File: config.mk
export PLATFORM = sky130hd
export DESIGN_NAME = byte_lane_packer_flat
export DESIGN_NICKNAME = d
export VERILOG_FILES = /design/src/rtl/byte_lane_packer_if.sv /design/src/rtl/byte_lane_packer.sv /design/src/flat_wrapper.sv
export SDC_FILE = /design/constraint.sdc
export NUM_CORES = 1
export LEC_CHECK = 0
export ABC_CLOCK_PERIOD_IN_PS = 3280
export CAP_MARGIN = 20
export CORE_MARGIN = 4
export CORE_UTILIZATION = 30
export DETAILED_ROUTE_END_ITERATION = 6
export GPL_TIMING_DRIVEN = 0
export HOLD_SLACK_MARGIN = 0.08
export REMOVE_ABC_BUFFERS = 1
export SYNTH_ARGS = -nofsm -noshare
export SYNTH_HDL_FRONTEND = slang
export SYNTH_SLANG_ARGS = --single-unit
File: constraint.sdc
create_clock -name clk -period 3.28 [get_ports clk]
set_input_delay 0.656 -clock clk [delete_from_list [all_inputs] [get_ports clk]]
set_output_delay 0.656 -clock clk [all_outputs]
set_load 0.05 [all_outputs]
File: src/rtl/byte_lane_packer_if.sv
// rtl/byte_lane_packer_if.sv - byte-in / packed-word-out stream bundle for the lane packer
interface byte_lane_packer_if #(
    parameter int LANES = 4,
    parameter int W     = 8
);
    logic                        in_valid;
    logic                        in_ready;
    logic [W-1:0]                in_data;
    logic                        in_last;
    logic                        out_valid;
    logic                        out_ready;
    logic [LANES-1:0][W-1:0]     out_data;
    logic [LANES-1:0]            out_keep;
    logic                        out_last;

    // master: the environment (byte producer and word consumer)
    modport master (
        output in_valid, in_data, in_last, out_ready,
        input  in_ready, out_valid, out_data, out_keep, out_last
    );

    // slave: the packer itself
    modport slave (
        input  in_valid, in_data, in_last, out_ready,
        output in_ready, out_valid, out_data, out_keep, out_last
    );
endinterface

File: src/rtl/byte_lane_packer.sv
// rtl/byte_lane_packer.sv - packs a byte stream into LANES-wide words, lane 0 first, keep mask on flush
module byte_lane_packer #(
    parameter int LANES = 4,
    parameter int W     = 8
) (
    input  logic                 clk,
    input  logic                 rst,
    byte_lane_packer_if.slave    bus
);
    localparam int IW = $clog2(LANES);

    typedef enum logic {FILL, PEND} state_t;

    state_t                    state, state_next;
    logic [IW-1:0]             idx;
    logic [LANES-1:0][W-1:0]   asm_data;
    logic [LANES-1:0]          asm_keep;
    logic                      asm_last;

    logic [LANES-1:0][W-1:0]   merged_data;
    logic [LANES-1:0]          merged_keep;
    logic                      slot_free;
    logic                      completing;
    logic                      accept;
    logic                      load_byte;
    logic                      load_asm;
    logic                      latch_pend;

    assign slot_free  = !bus.out_valid || bus.out_ready;
    assign completing = (idx == IW'(LANES - 1)) || bus.in_last;

    // Finished word as it would look with the incoming byte in lane idx; lanes never written stay zero.
    always_comb begin
        merged_keep      = asm_keep;
        merged_keep[idx] = 1'b1;
        for (int k = 0; k < LANES; k++) begin
            merged_data[k] = merged_keep[k] ? asm_data[k] : '0;
        end
        merged_data[idx] = bus.in_data;
    end

    always_ff @(posedge clk or posedge rst) begin
        if (rst) begin
            state <= FILL;
        end else begin
            state <= state_next;
        end
    end

    always_comb begin
        state_next   = state;
        bus.in_ready = 1'b0;
        accept       = 1'b0;
        load_byte    = 1'b0;
        load_asm     = 1'b0;
        latch_pend   = 1'b0;
        case (state)
            FILL: begin
                bus.in_ready = 1'b1;
                accept       = bus.in_valid;
                if (accept && completing) begin
                    if (slot_free) begin
                        load_byte = 1'b1;
                    end else begin
                        latch_pend = 1'b1;
                        state_next = PEND;
                    end
                end
            end
            PEND: begin
                if (slot_free) begin
                    load_asm   = 1'b1;
                    state_next = FILL;
                end
            end
            default: state_next = FILL;
        endcase
    end

    always_ff @(posedge clk or posedge rst) begin
        if (rst) begin
            idx           <= '0;
            asm_data      <= '0;
            asm_keep      <= '0;
            asm_last      <= 1'b0;
            bus.out_valid <= 1'b0;
            bus.out_data  <= '0;
            bus.out_keep  <= '0;
            bus.out_last  <= 1'b0;
        end else begin
            if (bus.out_valid && bus.out_ready) begin
                bus.out_valid <= 1'b0;
            end
            if (load_byte) begin
                bus.out_data  <= merged_data;
                bus.out_keep  <= merged_keep;
                bus.out_last  <= bus.in_last;
                bus.out_valid <= 1'b1;
                idx           <= '0;
                asm_data      <= '0;
                asm_keep      <= '0;
                asm_last      <= 1'b0;
            end else if (latch_pend) begin
                // Assembly buffer doubles as the holding slot while the output is stalled.
                asm_data <= merged_data;
                asm_keep <= merged_keep;
                asm_last <= bus.in_last;
            end else if (accept) begin
                asm_data[idx] <= bus.in_data;
                asm_keep[idx] <= 1'b1;
                idx           <= idx + IW'(1);
            end
            if (load_asm) begin
                bus.out_data  <= asm_data;
                bus.out_keep  <= asm_keep;
                bus.out_last  <= asm_last;
                bus.out_valid <= 1'b1;
                idx           <= '0;
                asm_data      <= '0;
                asm_keep      <= '0;
                asm_last      <= 1'b0;
            end
        end
    end
endmodule

File: src/flat_wrapper.sv
// flat-port wrapper written by rule: the top's interface ports become plain ports
module byte_lane_packer_flat 
#(
    parameter int LANES = 4,
    parameter int W     = 8
)
  (clk, rst, bus_in_valid, bus_in_data, bus_in_last, bus_out_ready, bus_in_ready, bus_out_valid, bus_out_data, bus_out_keep, bus_out_last);
  byte_lane_packer_if #(.LANES(LANES), .W(W)) bus_i ();
  input  logic clk;
  input  logic rst;
  input wire logic [$bits(bus_i.in_valid)-1:0] bus_in_valid;
  input wire logic [$bits(bus_i.in_data)-1:0] bus_in_data;
  input wire logic [$bits(bus_i.in_last)-1:0] bus_in_last;
  input wire logic [$bits(bus_i.out_ready)-1:0] bus_out_ready;
  output wire logic [$bits(bus_i.in_ready)-1:0] bus_in_ready;
  output wire logic [$bits(bus_i.out_valid)-1:0] bus_out_valid;
  output wire logic [$bits(bus_i.out_data)-1:0] bus_out_data;
  output wire logic [$bits(bus_i.out_keep)-1:0] bus_out_keep;
  output wire logic [$bits(bus_i.out_last)-1:0] bus_out_last;
  assign bus_i.in_valid = bus_in_valid;
  assign bus_i.in_data = bus_in_data;
  assign bus_i.in_last = bus_in_last;
  assign bus_i.out_ready = bus_out_ready;
  assign bus_in_ready = bus_i.in_ready;
  assign bus_out_valid = bus_i.out_valid;
  assign bus_out_data = bus_i.out_data;
  assign bus_out_keep = bus_i.out_keep;
  assign bus_out_last = bus_i.out_last;
  byte_lane_packer #(.LANES(LANES), .W(W)) u_core (.clk(clk), .rst(rst), .bus(bus_i));
endmodule
After elaboration in Yosys (flattened, before gate mapping) --
Index checks and enable logic that the tools add are counted.
Word-level totals: flip-flop bits (word level) 78, latch bits 0, memory bits (writable) 0, ROM bits 0, memories kept 0
Cells by class: add/subtract/negate cells 1, multipliers 0, divide/modulo/power cells 0, magnitude comparators 2, eq/ne operators 2, shift-type cells 0, mux-type cells 44, bitwise logic cells 2, reduce and logical (&&, ||, !) cells 12
Operators by type and width (count):
- $mux 32 | 6
- $bwmux 32 | 2
- $mux 8 | 5
- $mux 4 | 6
- $mux 1 | 18
- $demux 8 s2 | 1
- $reduce_bool 3->1 | 3
- $mux 2 | 4
- $or 4x4->4 | 1
- $reduce_bool 4->1 | 1
- $logic_and 1x1->1 | 3
- $lt 2x3->1 const B | 1
- $ne 3x1->1 const B | 1
- $add 2x1->2 const B | 1
- $demux 1 s2 | 1
- $eq 2x2->1 const B | 1
- $ge 2x1->1 const B | 1
- $logic_or 1x1->1 | 2
- $pmux 1 s2 | 1
- $reduce_and 2->1 | 1
- $reduce_bool 2->1 | 1
- $logic_not 1->1 | 1
- $not 1->1 | 1

Logic depth before layout (Yosys ltp) --
word-level depth 10, mapped depth 7, depth with buffers taken out 6

Worst setup path before layout --
Ideal clock, no wire load.
path kind register -> output, start point register u_core.state, end point output bus_in_ready, arrival 1.227 ns, required time 2.624 ns, path slack 1.397 ns, stages on the path, launching flop included 4, path buffers 2, path through dfrtp_1 > buf_2 > inv_1 > clkbuf_1
On the way: word-level cells in the longest chain between the ends 1
RTL lines:
- from (decl) | line byte_lane_packer.sv:14 | state_t state, state_next;
- from (signal assigned) | line byte_lane_packer.sv:46 | state <= state_next;
- $mux 1 | line byte_lane_packer.sv:57 | case (state)
- to (decl) | line flat_wrapper.sv:15 | output wire logic [$bits(bus_i.in_ready)-1:0] bus_in_ready;
Every way passes these cells.

Worst setup path after layout --
Ends and elaborated chain as after synthesis.

==> run summary <==
The number of endpoints with negative hold slack in the final report is 0. The footprint of the multi-input gates came out at 0.00138 sq mm. The number of distinct library cells after synthesis is 34. Buffers added to address setup during post-CTS repair amount to 0.

The critical path goes through clkinvlp_4 > clkdlybuf4s50_1. The fraction of layout instances using a drive strength above 1 is 7.86%. The vertical die dimension came out at between 100 and 150 um. The final cell count without fillers is just over 500. The run finished with clean final reports. Dividing the detail-routed via count by the number of cells gives approximately 5.3. In this run the mean area of a mapped cell was 10.6 sq um. The pin count of the biggest net entering global routing is 65. Row generation in the floorplan step produced 39 rows. The largest single stage delay on the critical path is 0.80 ns.

After legalization and detailed placement, the total HPWL measured approximately 5.6 mm. In this run the cell area of the synthesized design comes to around 0.0035 sq mm. The Yosys step of the flow raised 0 warnings. The data arrival time of the critical path came out at around 2.2 ns.

The required arrival time at the worst endpoint came out at approximately 2.6 ns. After floorplanning, the core was sized to cover 0.0114 sq mm. The number of buffer and inverter instances along the worst setup path came out at 2.

Counting the fill cells in the layout gives around 1100. The CTS tree is built. The leakage power summed over all cells came out at between 1.5 and 2 nW. The I/O pin count is 52. Across the routed clock network, the largest skew measured is approximately 0.007 ns. The setup path with the least slack is of type reg -> out. The reported max-cap violation count came out at 0. In the routed design, unresolved DRC markers number 0. The tree is rooted in a clkbuf_16. The placed cell count is between 400 and 500. The via count of the first global-routing pass was around 2600.

The TritonCTS buffer count is 9. At the end of the flow, the number of nets in the layout was 381. The area of the die came out at ~0.013 sq mm. The overall global routing resource usage came out at between 10% and 20%. The number of DRC markers in iteration 0 is 193. The shortest clock period the worst path allows after layout came out at between 2 and 3 ns. The number of pins with negative max-slew slack in the final report came out at 0.

The tree built by TritonCTS fans out to 78 sinks. The count of antenna-violating nets left after detailed routing is 0. The cell count after synthesis is 330. The post-cts repair resize count came out at 0. In this run the worst setup path begins at u_core.state$_DFF_PP0_. The initial antenna violation count came out at 0.

The detailed-routing iteration count for the pre-antenna-repair pass is 4. The routed wire length per instance came out at between 15 and 20 um. The initial utilization of the core area, before any placement, comes to 30.7%. The startpoint identified for the worst register-to-register timing path is u_core.idx[0]$_DFFE_PP0P_. The vias after detailed routing came out at around 2700. Grouping stages by cell kind, the critical path spends the most delay in buffers and inverters. Power spread over the standard cell area amounts to around 850 mW/mm^2. The number of buffers inserted by port buffering is slightly above 50. STA classifies the critical path startpoint as a register. Along the worst path, the maximum fanout reaches 19. STA classifies the critical path endpoint as an output port. The post-route clock period utilization is 87.5%. The number of buffers inserted by hold repair at cts came out at 0. At the pin with the least slew margin, the transition time is approximately 0.95 ns.

The clock passes through at most 2 buffers. Compared with the post-synthesis result, the final layout area differs by 27.0%. The remaining max-slew budget at the tightest pin is a little under two fifths.

For this design, the slowest cell found on the critical path is clkdlybuf4s50_1. Across the VDD grid, the largest voltage drop is 0.346 mV. The post-detailed-routing wire length came out at 8.48 mm.

The total of endpoints with negative setup slack in the final report came out at 0. The launch point of the worst hold path is u_core.bus.out_data[11]$_DFFE_PP0N_. The smallest hold slack is approximately 0.47 ns. The weighted congestion reported at the end of routability-driven placement is ~0.75.

The total area of sequential cells came out at 0.00195 sq mm. Setup repair after global routing left no endpoint under its margin. The achievable frequency is 0.349 GHz. From left edge to right edge, the die measures about 120 um.

The type of the worst min-delay path is reg -> reg. The total of flip-flops plus latches after synthesis is 78. The first-pass GRT wire length came out at 13.8 mm. The number of antenna cells inserted came out at 0. The aggregate global routing overflow is 0.

The clock-pin slew reported for the worst setup and hold paths after clock tree synthesis came out at 0.06 ns. The post-synthesis sequential area ratio came out at a little under three fifths. For the worst-skew pair, the clock arrives at the later sink with an insertion delay of 0.33 ns. The number of H-tree branching levels came out at 3.
synth_stat cells:
library cell   n  area share [%]
o22ai_1        5            0.89
a32o_1        16             4.6
nand2b_1       1            0.18
nor2_2         1            0.18
a22o_1        22             5.5
nand3_1        1            0.14
clkbuf_1      20             2.1
nand2_1       42             4.5
nor2b_4        1            0.39
and2b_1        1            0.21
o21ai_0       23             3.3
buf_1          1            0.11
a21o_1         1            0.21
o21a_1         3            0.64
nor2_1         6            0.64
a21boi_0       3            0.64
ha_1           4             1.4
and3_1         1            0.18
mux2i_1        2            0.57
a21oi_2        1            0.25
o21ai_1        1            0.14
dfrtp_1       78              56
buf_4          1            0.21
a22oi_1       17             3.6
inv_1          8            0.86
a21boi_2       1            0.32
buf_2          7             1.0
and2_4         1            0.25
a21oi_1       24             3.4
a31oi_1       16             2.9
buf_6          3            0.96
o31ai_1       16             3.4
o2111a_1       1            0.32
o21ai_2        1            0.25
through the flow:
stage	utilization [%]	setup TNS, ns	worst slack [ns]	cell area [sq um]	total power, mW
final	39.0	0	0.411	4450	3.79
after global routing	39.0	0	0.321	4450	4.00
after CTS	38.9	0	0.0252	4440	3.82
after detailed placement	36.2	0	0.384	4130	2.80
after global placement	35.4	-75.60	-0.707	4040	2.74
after floorplan	-	0	0.532	3350	2.30
cells by family after synthesis:
family / after synthesis / synth area share [%]
AOI/OAI and AO/OA: 151 / 30.4
and+or+nand+nor: 55 / 6.67
buffers and inverters: 40 / 5.28
muxes: 2 / 0.571
DFF: 78 / 55.7
adders and majority gates: 4 / 1.43
worst paths after layout:
check | end | slack [ns] | cells past startpoint
max in group asynchronous | u_core.state$_DFF_PP0_ | 2.10 | 3
min in group asynchronous | u_core.bus.out_data[21]$_DFFE_PP0N_ | 0.60 | 2
min reg2reg | u_core.bus.out_data[11]$_DFFE_PP0N_ | 0.47 | 2
min | u_core.bus.out_data[11]$_DFFE_PP0N_ | 0.47 | 2
max | bus_in_ready | 0.41 | 2
max reg2reg | u_core.asm_data[6]$_DFFE_PP0P_ | 0.85 | 6
final cells by class:
class | instances | share of cell area (%)
clock inverters | 5 | 1.29
clock buffers | 11 | 5.68
inverters | 8 | 0.815
well taps | 143 | 4.02
multi-input cells | 212 | 30.9
repair buffers | 54 | 13.3
flip-flops and latches | 78 | 43.9
repair inverters | 1 | 0.112
cell usage in the layout (no fill, tap or decap), types with 4 or more instances in the layout:
master and n:
ha_1 4, dfrtp_1 77, a21oi_1 24, nand2_1 42, nor2_1 6, clkbuf_16 9
clkdlybuf4s50_1 51, clkinvlp_4 4, a22oi_1 17, inv_1 6, o31ai_1 16, a31oi_1 16
o21ai_0 23, o22ai_1 5, a32o_1 16, a22o_1 22
layer usage:
| metal | vias to the layer above | global-route usage (%) | routed length [um] |
|---|---|---|---|
| li1 | 1305 | - | - |
| met5 | - | 0 | 0 |
| met1 | 1337 | 18.4 | 3870 |
| met3 | 15 | 3.11 | 521 |
| met2 | 70 | 19.6 | 3910 |
| met4 | 0 | 5.26 | 176 |
power breakdown:
| group | switching, mW | total (mW) | internal [mW] | leakage [nW] |
|---|---|---|---|---|
| Sequential | 0.141 | 1.33 | 1.18 | 1.05 |
| Combinational | 0.953 | 1.45 | 0.495 | 0.649 |
| Clock | 0.387 | 1.02 | 0.629 | 0.144 |
| Total | 1.48 | 3.79 | 2.31 | 1.85 |
worst reg2reg max path, cell delays in order (launching register included):
cell and delay [ns]:
dfrtp_1 0.42, inv_1 0.13, ha_1 0.80, inv_1 0.18, a21boi_0 0.20, o22ai_1 0.27
a32o_1 0.32
sequential cells by signal, indices dropped and copies added (netlist names):
register and cells:
u_core.state 1, u_core.bus.out_last 1, u_core.bus.out_keep 4, u_core.idx 2, u_core.asm_data 32, u_core.asm_keep 4, u_core.bus.out_data 32, u_core.asm_last 1
u_core.bus.out_valid 1
(Power assumes the default switching activity.)
